--- src/rtl/dds_config_tx.sv ---
// Serial configuration transmitter for the excitation DDS: optional reset pulse,
// 40 data bits LSB first under a word clock, then a frequency-update strobe.
module dds_config_tx #(
  parameter int CLK_DIV    = 4,
  parameter int RST_CYCLES = 8
) (
  input  logic        clk_sys,
  input  logic        rst_n,
  input  logic        start,
  input  logic        load_rst,
  input  logic [39:0] word,
  output logic        dds_rst,
  output logic        dds_wclk,
  output logic        dds_data,
  output logic        dds_conf,
  output logic        busy,
  output logic        done
);

  typedef enum logic [2:0] {
    S_IDLE,
    S_RST,
    S_GAP,
    S_BIT_LO,
    S_BIT_HI,
    S_UPD
  } state_t;

  localparam logic [15:0] DIV_LAST = 16'(CLK_DIV - 1);
  localparam logic [15:0] RST_LAST = 16'(RST_CYCLES - 1);
  localparam logic [5:0]  BIT_LAST = 6'd39;

  state_t      state, state_nxt;
  logic [15:0] phase, phase_nxt;
  logic [5:0]  bit_cnt, bit_cnt_nxt;
  logic [39:0] sreg, sreg_nxt;
  logic        rst_nxt, wclk_nxt, data_nxt, conf_nxt, busy_nxt, done_nxt;

  always_ff @(posedge clk_sys) begin
    if (!rst_n) begin
      state    <= S_IDLE;
      phase    <= '0;
      bit_cnt  <= '0;
      sreg     <= '0;
      dds_rst  <= 1'b0;
      dds_wclk <= 1'b0;
      dds_data <= 1'b0;
      dds_conf <= 1'b0;
      busy     <= 1'b0;
      done     <= 1'b0;
    end else begin
      state    <= state_nxt;
      phase    <= phase_nxt;
      bit_cnt  <= bit_cnt_nxt;
      sreg     <= sreg_nxt;
      dds_rst  <= rst_nxt;
      dds_wclk <= wclk_nxt;
      dds_data <= data_nxt;
      dds_conf <= conf_nxt;
      busy     <= busy_nxt;
      done     <= done_nxt;
    end
  end

  // Every state lasts a whole number of phase counts; phase restarts at 0 on each transition.
  always_comb begin
    state_nxt   = state;
    phase_nxt   = phase + 16'd1;
    bit_cnt_nxt = bit_cnt;
    sreg_nxt    = sreg;
    done_nxt    = 1'b0;
    case (state)
      S_IDLE: begin
        phase_nxt = '0;
        if (start) begin
          sreg_nxt    = word;
          bit_cnt_nxt = '0;
          state_nxt   = load_rst ? S_RST : S_BIT_LO;
        end
      end
      S_RST: begin
        if (phase == RST_LAST) begin
          phase_nxt = '0;
          state_nxt = S_GAP;
        end
      end
      S_GAP: begin
        if (phase == DIV_LAST) begin
          phase_nxt = '0;
          state_nxt = S_BIT_LO;
        end
      end
      S_BIT_LO: begin
        if (phase == DIV_LAST) begin
          phase_nxt = '0;
          state_nxt = S_BIT_HI;
        end
      end
      S_BIT_HI: begin
        if (phase == DIV_LAST) begin
          phase_nxt = '0;
          sreg_nxt  = {1'b0, sreg[39:1]};
          if (bit_cnt == BIT_LAST) begin
            bit_cnt_nxt = '0;
            state_nxt   = S_UPD;
          end else begin
            bit_cnt_nxt = bit_cnt + 6'd1;
            state_nxt   = S_BIT_LO;
          end
        end
      end
      S_UPD: begin
        if (phase == DIV_LAST) begin
          phase_nxt = '0;
          done_nxt  = 1'b1;
          state_nxt = S_IDLE;
        end
      end
      default: begin
        phase_nxt = '0;
        state_nxt = S_IDLE;
      end
    endcase
  end

  // Pins are decoded from the next state so they are registered yet aligned with it;
  // data is refreshed only on entry to BIT_LO and held through BIT_HI.
  always_comb begin
    rst_nxt  = (state_nxt == S_RST);
    wclk_nxt = (state_nxt == S_BIT_HI);
    conf_nxt = (state_nxt == S_UPD);
    busy_nxt = (state_nxt != S_IDLE);
    data_nxt = 1'b0;
    case (state_nxt)
      S_BIT_LO: data_nxt = sreg_nxt[0];
      S_BIT_HI: data_nxt = dds_data;
      default:  data_nxt = 1'b0;
    endcase
  end

endmodule

--- config.mk ---
export PLATFORM = sky130hd
export DESIGN_NAME = dds_config_tx
export DESIGN_NICKNAME = d
export VERILOG_FILES = /design/src/rtl/dds_config_tx.sv
export SDC_FILE = /design/constraint.sdc
export NUM_CORES = 1
export LEC_CHECK = 0
export ABC_AREA = 1
export CORE_MARGIN = 3
export CORE_UTILIZATION = 45
export CTS_CLUSTER_DIAMETER = 200
export DETAILED_ROUTE_END_ITERATION = 8
export DONT_BUFFER_PORTS = 1
export GPL_TIMING_DRIVEN = 1
export PLACE_DENSITY_LB_ADDON = 0.12
export SYNTH_ARGS = -nofsm -noshare
export SYNTH_HDL_FRONTEND = slang
export SYNTH_SLANG_ARGS = --single-unit
--- constraint.sdc ---
create_clock -name clk_sys -period 1.7 [get_ports clk_sys]
set_input_delay 0.34 -clock clk_sys [delete_from_list [all_inputs] [get_ports clk_sys]]
set_output_delay 0.34 -clock clk_sys [all_outputs]
set_load 0.005 [all_outputs]
; After elaboration in Yosys (flattened, before gate mapping)
; Index checks and enable logic that the tools add are counted.
[op_classes]
reduce_logical = 6
n_mux = 21
eq_ne = 14
addsub = 2
[op_table]
columns = cell, n
row1 = 2-to-1 mux 40 bit, 2
row2 = one-hot mux 40 bit (2 select lines), 1
row3 = 2-to-1 mux 16 bit, 2
row4 = one-hot mux 16 bit (2 select lines), 1
row5 = 2-to-1 mux 3 bit, 7
row6 = 2-to-1 mux 6 bit, 3
row7 = one-hot mux 3 bit (6 select lines), 1
row8 = adder 16 x 1 -> 16 bit (second input constant), 1
row9 = == test 16 x 2 -> 1 bit (second input constant), 1
row10 = == test 16 x 3 -> 1 bit (second input constant), 1
row11 = == test 3 bit (second input constant), 4
row12 = one-hot mux 6 bit (2 select lines), 1
row13 = == test 3 x 2 -> 1 bit (second input constant), 3
row14 = adder 6 x 1 -> 6 bit (second input constant), 1
row15 = == test 3 x 1 -> 1 bit (second input constant), 2
row16 = == test 6 bit (second input constant), 1
row17 = inequality test 2 bit (second input constant), 2
row18 = OR reduction 4 bit, 1
row19 = logical NOT 3 bit, 1
row20 = AND reduction 3 bit, 1
row21 = nonzero test 3 bit, 1
row22 = 2-to-1 mux 2 bit, 1
row23 = one-hot mux 1 bit (2 select lines), 1
row24 = AND reduction 2 bit, 1
row25 = other kinds (2), 2
[word_totals]
output_inout_bits = 6
ff_bits = 71
input_bits = 44
word_cells = 54

; Longest topological paths before layout
; Gate-level depths: netlist (run 1).
[logic_depth]
ltp_word = 6
depth_mapped = 12
mapped_depth_nobuf = 12

; Least setup slack after synthesis (run 1)
; OpenSTA, ideal clock, no wires.
[synth_timing]
kind = flip-flop to flip-flop
from = register phase[0]
to = register bit_cnt[3]
setup_time_ns = 0.115
setup_slack_ns = 0.258
t_arrival_ns = 1.327
required_ns = 1.585
stages_incl_launch_ff = 10
synth_period_minus_slack_ns = 1.442
path_buffers = 1
path_cell_list = dfxtp_1 -> ha_1 -> nand2_1 -> nor2_4 -> nand2_4 -> nand2_4 -> nand2_4 -> buf_4 -> a21oi_1 -> nor2_1
[synth_via]
elab_chain_len = 3
[synth_rtl]
columns = item, line_no
row1 = from (decl), 34  ; logic [15:0] phase, phase_nxt;
row2 = from (signal assigned), 53  ; phase <= phase_nxt;
row3 = == test 16 x 2 -> 1 bit, 100  ; if (phase == DIV_LAST) begin
row4 = inequality test 2 bit (no source line), n/a
row5 = AND reduction 3 bit (no source line), n/a
row6 = to (signal assigned), 54  ; bit_cnt <= bit_cnt_nxt;
row7 = to (decl), 35  ; logic [5:0] bit_cnt, bit_cnt_nxt;
; No other way between the ends.
; A chain may end at the register's enable or synchronous reset.

; Worst setup path after layout (run 1)
[layout_timing]
from = register phase[0]
to = register sreg[36]
[layout_via]
elab_chain_len = 3
[layout_rtl]
columns = item, line_no
row1 = == test 16 x 2 -> 1 bit, 100
row2 = inequality test 2 bit (no source line), n/a
row3 = AND reduction 3 bit (no source line), n/a
row4 = to (signal assigned), 55  ; sreg <= sreg_nxt;
row5 = to (decl), 36  ; logic [39:0] sreg, sreg_nxt;
; No other way between the ends.

==> results of run 1 <==
critical path, stage by stage (launching register included):
cell and delay (ns):
dfxtp_1 0.35, ha_2 0.22, nand2_1 0.10, nor2_4 0.14
nand2_4 0.11, nand2_4 0.08, nand2_4 0.09, buf_4 0.22
nand2_1 0.08, a31oi_1 0.07
metal layers:
layer	up-vias	track usage (%)	part of all wire, %
met5	-	0	0
met4	0	6.807	1.8
met3	12	5.496	4.1
met2	51	27.25	46
met1	1285	21.45	48
li1	1456	-	-
report_power, final:
part | internal, mW | switching (mW) | leakage (nW)
combinational | 0.150 | 0.248 | 0.609
sequential | 1.76 | 0.0483 | 0.579
clock | 0.652 | 0.572 | 0.0851
area by class of cell:
cell class              count  area, um^2  area share (%)
multi-input cells         310        1649           45.32
well taps                  96       120.1           3.301
clock inverters             2       35.03          0.9629
flip-flops and latches     71        1421           39.06
clock buffers              11       131.4           3.611
inverters                  31       118.9           3.267
repair buffers             15       162.7           4.470
worst max path at each step:
stage	startpoint	to	slack, ns	cells after the start
global route	phase[0]	dds_data	-0.02	12
global placement	phase[0]	phase[6]	0.15	9
CTS	phase[0]	sreg[36]	0.08	9
finish	phase[0]	sreg[36]	0.13	9
detailed placement	phase[0]	sreg[36]	0.1	9
floorplan	phase[0]	bit_cnt[3]	0.26	9
sequential cells by signal (all words and copies together) (netlist names), 3 cells and up:
| signal | flops |
|---|---|
| sreg | 40 |
| state | 3 |
| phase | 16 |
| bit_cnt | 6 |
per-stage QoR:
step	cells	cell area (um^2)	util (%)	power [mW]
floorplan	434	3343	-	2.141
global placement	523	3457	49.52	2.234
detailed placement	523	3457	49.52	2.243
CTS	536	3623	51.90	3.472
global route	536	3638	52.11	3.598
finish	536	3638	52.11	3.427
placed cells by master (no fill, tap or decap), types with 5 or more instances in the layout:
master / Yosys / routed
dfxtp_1: 71 / 71
clkbuf_8: 0 / 9
a31oi_1: 41 / 41
nor2_2: 5 / 7
a21oi_1: 10 / 10
nand2_2: 9 / 9
nand3_1: 53 / 53
nor2_4: 5 / 5
inv_1: 26 / 26
nand2_1: 110 / 110
buf_4: 4 / 11
nor2_1: 32 / 30
cells by family after synthesis:
group	Yosys count	share of synthesized area, %
xor gates and xnor gates	6	1.572
and+or+nand+nor	239	34.77
buffers and inverters	53	8.608
DFF	71	42.51
AOI/OAI and AO/OA	63	11.79
adders and majority gates	2	0.7484
timing repair:
item,CTS,global route
gates resized for setup,0,5
hold endpoints to repair,0,0
endpoints found under the setup margin,0,20
==> impl_metrics.tcl, run 1 <==
set metrics [dict create \
    status "finished, final reports clean" \
    synthMostInstantiatedCell "nand2_1" \
    numCtsBuffers 9 \
    fin_ws_ns 0.1337 \
    wl_per_cell_um 12.87 \
    worstPathMaxFanout 17 \
    finalSetupViolations 0 \
    max_cap_viol_count 0 \
    synth_top_area_share_pct 42.51 \
    place_hpwl_um 4762 \
    dr_total_vias 2804 \
    reg2reg_slack_ns 0.13 \
    hp-class "primary input to flop" \
    endpoint_kind "flop" \
    drt_iter0_markers 175 \
    hp-start "rst_n" \
    die_h_um 92.20 \
    preCtsSetupSlack_ns 0.09544 \
    dr.pass1.iters 4 \
    core_um2 6982 \
    synth_edf_count 0 \
    holdPathEnd "bit_cnt[3]" \
    die_x_um 92.20 \
    syn_area_per_cell_um2 7.703 \
    ir_drop_uv 400.1 \
    max_freq_mhz 638.4 \
    diodes 0 \
    synth_seq_cells 71 \
    worstReg2RegEnd "sreg[36]" \
    hold_buffers 0 \
    cts_root_buf "clkbuf_8" \
    htreeDepth 3 \
    netlist_top_cells_count "nand2_1 (110), dfxtp_1 (71), nand3_1 (53)" \
    p_leak_nw 1.273 \
    final-max-slew-violation-count 0 \
    io_buffers 0 \
    worstMarginPinSlew_ns 0.4054 \
    crit_type "flop to flop" \
    clock_path_buffers 2 \
    crit_required_ns 1.93 \
    drc 0 \
    pwr_density_cell_nw_per_um2 941.8 \
    drt-total-wl_um 6897 \
    post-route-period-util_pct 92.14 \
    rows 30 \
    start_util_pct 47.89 \
    slew_headroom_pct 72.94 \
    ys.flop_type "dfxtp_1" \
    rr_worst_depth 9 \
    hold_violations 0 \
    netlist_instances 434 \
    synth_area_leader_cell "dfxtp_1" \
    fp.dieArea_um2 8500 \
    antenna_left 0 \
    synthesis.nets 480 \
    async_flop_share_pct 0 \
    grt_pass1_wl_um 11670 \
    grt.overflow.total 0 \
    grt_pass1_vias 2593 \
    synth_warnings 0 \
    skew_ns 0.008371 \
    ys_types 39 \
    areaGrowthSynthToFinish_pct 8.832 \
    cp_data_arrival_time_ns 1.80 \
    grt_max_degree 39 \
    critPathLaunchType "flop" \
    fin_setup_tns_ns 0 \
    via_per_inst 5.231 \
    r2r_start "phase[0]" \
    cts.sinks 71 \
    clkTransAtPathRegs_ns 0.07 \
    fin_nets 484 \
    cts_setup_buffers 0 \
    ios 50 \
    fin_hold_ws_ns 0.1204 \
    cts_tree "built" \
    clock_latency_ns 0.34 \
    period_needed_ns 1.566 \
    syn_area_um2 3343 \
    place.gp.congestion 0.8268 \
    holdPathStages 2 \
    ys_seq_area_share_pct 42.51 \
    synth_area_leaders "dfxtp_1 (43%), nand2_1 (12%), nand3_1 (7.9%)" \
    antenna_found_initial 0 \
    fillCellCount 724 \
    gr-usage-all-layers_pct 17.12 \
    drive_above_1_share_pct 16.36 \
]
Power figures use the tool's default switching activity.
==> run 2: changes to the inputs <==
--- a/config.mk
+++ b/config.mk
@@ -11,6 +11,7 @@
 export CTS_CLUSTER_DIAMETER = 200
 export DETAILED_ROUTE_END_ITERATION = 8
 export DONT_BUFFER_PORTS = 1
+export GPL_ROUTABILITY_DRIVEN = 1
 export GPL_TIMING_DRIVEN = 1
 export PLACE_DENSITY_LB_ADDON = 0.12
 export SYNTH_ARGS = -nofsm -noshare
==> results of run 2 <==
Same layout as run 1: the final DEF is identical, and so are final timing and power.
==> run 3: changes to the inputs <==
--- a/config.mk
+++ b/config.mk
@@ -6,6 +6,7 @@
 export NUM_CORES = 1
 export LEC_CHECK = 0
 export ABC_AREA = 1
+export CORE_ASPECT_RATIO = 0.8
 export CORE_MARGIN = 3
 export CORE_UTILIZATION = 45
 export CTS_CLUSTER_DIAMETER = 200
@@ -13,7 +14,9 @@
 export DONT_BUFFER_PORTS = 1
 export GPL_ROUTABILITY_DRIVEN = 1
 export GPL_TIMING_DRIVEN = 1
+export HOLD_SLACK_MARGIN = 0.12
 export PLACE_DENSITY_LB_ADDON = 0.12
 export SYNTH_ARGS = -nofsm -noshare
 export SYNTH_HDL_FRONTEND = slang
 export SYNTH_SLANG_ARGS = --single-unit
+export TNS_END_PERCENT = 100
==> run 3 against run 2 <==
Against the previous run: die area is essentially flat; via count grew 2.1%; register-to-register slack lost 0.02 ns; largest cell class unchanged; sequential share of layout area shrank 0.36 points; global-route usage grew 0.96 points; worst setup slack lost 0.023 ns; clock power grew 9.8%; maximum frequency shrank 1.4%; core utilization is essentially flat; sequential power is essentially flat.
==> impl_metrics.tcl, run 3 (synthesis gave the netlist of run 1 again) <==
set metrics [dict create \
    holdPathEnd "bit_cnt[0]" \
    core_um2 7061 \
    regMostFlops "sreg" \
    pwr_density_cell_nw_per_um2 961.9 \
    grtUsageMet3_pct 6.297 \
    met1_usage_pct 26.39 \
    via_per_inst 5.343 \
    slowest_delay_ns 0.35 \
    p_leak_nw 1.313 \
    slew_headroom_pct 69.16 \
    use_met2_pct 24.90 \
    clock_path_buffers 2 \
    areaGrowthSynthToFinish_pct 10.03 \
    path_cells "ha_2, nand2_1, nor2_2, nand4_1, nor2_4, buf_4, o21ai_0, nor3_2" \
    cts.sinks 71 \
    clock_latency_ns 0.35 \
    die_h_um 83.10 \
    grt_max_degree 34 \
    numCtsBuffers 9 \
    die_x_um 102.4 \
    worstPathMaxFanout 4 \
    htreeDepth 3 \
    diodes 0 \
    largest_reg_flops 40 \
    cp_data_arrival_time_ns 1.87 \
    mostFrequentLayoutCells "nand2_1 (109), dfxtp_1 (69), nand3_1 (53)" \
    r2r_start "phase[0]" \
    status "finished, final reports clean" \
    rows 27 \
    endpoint_kind "flop" \
    wl_per_cell_um 13.65 \
    crit_required_ns 1.98 \
    design_area_um2 3679 \
    final-max-slew-violation-count 0 \
    fin_nets 490 \
    drive_above_1_share_pct 18.49 \
    place_area_um2 3431 \
    ir_drop_uv 532.1 \
    place.gp.congestion 0.8648 \
    drt-total-wl_um 7319 \
    post-route-period-util_pct 93.46 \
    period_needed_ns 1.589 \
    holdPathStages 1 \
    rr_worst_depth 8 \
    grt_pass1_wl_um 12340 \
    fp.dieArea_um2 8506 \
    cts_tree "built" \
    drc 0 \
    place_hpwl_um 5154 \
    fin_setup_tns_ns 0 \
    critPathLaunchType "flop" \
    start_util_pct 47.35 \
    grt.overflow.total 0 \
    fin_hold_ws_ns 0.1391 \
    hp-class "primary input to flop" \
    hp-start "rst_n" \
    crit_family "simple AND/OR/NAND/NOR gates" \
    clkTransAtPathRegs_ns 0.08 \
    dr_total_vias 2864 \
    critPathBufInv 1 \
    biggestRegsByFlops "sreg: 40 flops, phase: 16 flops, bit_cnt: 6 flops" \
    crit_type "flop to flop" \
    gr-usage-all-layers_pct 18.08 \
    antenna_left 0 \
    hold_violations 0 \
    critPathSlowestCell "dfxtp_1" \
    antenna_found_initial 0 \
    max_cap_viol_count 0 \
    skew_ns 0.007014 \
    ios 50 \
    finalSetupViolations 0 \
    io_buffers 0 \
    final_common_cell "nand2_1" \
    max_freq_mhz 629.4 \
    grt.busiest_layer "met1" \
    worstMarginPinSlew_ns 0.4621 \
    drt_iter0_markers 147 \
    cts_root_buf "clkbuf_8" \
    reg2reg_slack_ns 0.11 \
    dr.pass1.iters 4 \
    worstReg2RegEnd "phase[10]" \
    grt_pass1_vias 2660 \
]
[run 3: power by group]
group / internal, mW / switching [mW]
clock network: 0.709 / 0.631
registers: 1.76 / 0.0491
logic: 0.142 / 0.251
[run 3: final cells by class]
class                           count  area (um^2)
Clock buffer                       10        137.6
Clock inverter                      6        60.06
Fill cell                         716         3382
Inverter                           31        118.9
Multi-Input combinational cell    310         1657
Sequential cell                    71         1424
Tap cell                           87        108.9
Timing Repair Buffer               21        172.7
[run 3: what timing repair did]
| action | 4_1_cts | 5_1_grt |
|---|---|---|
| endpoints found under the setup margin | 0 | 25 |
| gates resized for setup | 0 | 8 |
| hold buffers | 1 | 0 |
| hold endpoints to repair | 2 | 0 |
| setup buffers | 0 | 2 |
[run 3: worst register-to-register path, cell delays in order (launching register included)]
cell     delay, ns
dfxtp_1       0.35
ha_2          0.21
nand2_1       0.08
nor2_2        0.10
nand4_1       0.21
nor2_4        0.22
buf_4         0.13
o21ai_0       0.08
nor3_2        0.15
[run 3: how the worst max path moves through the flow]
stage                        start          to  slack, ns  cells past startpoint
after floorplan           phase[0]  bit_cnt[3]       0.26                      9
after global placement    phase[0]   phase[15]       0.09                      9
after detailed placement  phase[0]   phase[15]       0.03                      9
after CTS                 phase[0]   phase[15]       0.02                      9
after global routing      phase[0]  bit_cnt[4]     -0.004                     10
final                     phase[0]   phase[10]       0.11                      8
[run 3: stage by stage]
step | utilization [%] | instances | total power [mW] | setup slack, ns
floorplan | - | 434 | 2.141 | 0.2578
global placement | 48.59 | 517 | 2.229 | 0.09064
detailed placement | 48.59 | 517 | 2.230 | 0.02618
CTS | 51.53 | 534 | 3.577 | 0.01731
global route | 52.10 | 536 | 3.720 | -0.004206
finish | 52.10 | 536 | 3.538 | 0.1111
[run 3: layer usage]
metal / up-vias / share of wire, % / wire length [um]
met5: - / 0 / 0
met4: 0 / 1.9 / 142
met3: 14 / 5.7 / 415
met2: 77 / 41 / 2996
met1: 1300 / 51 / 3765
li1: 1473 / - / -
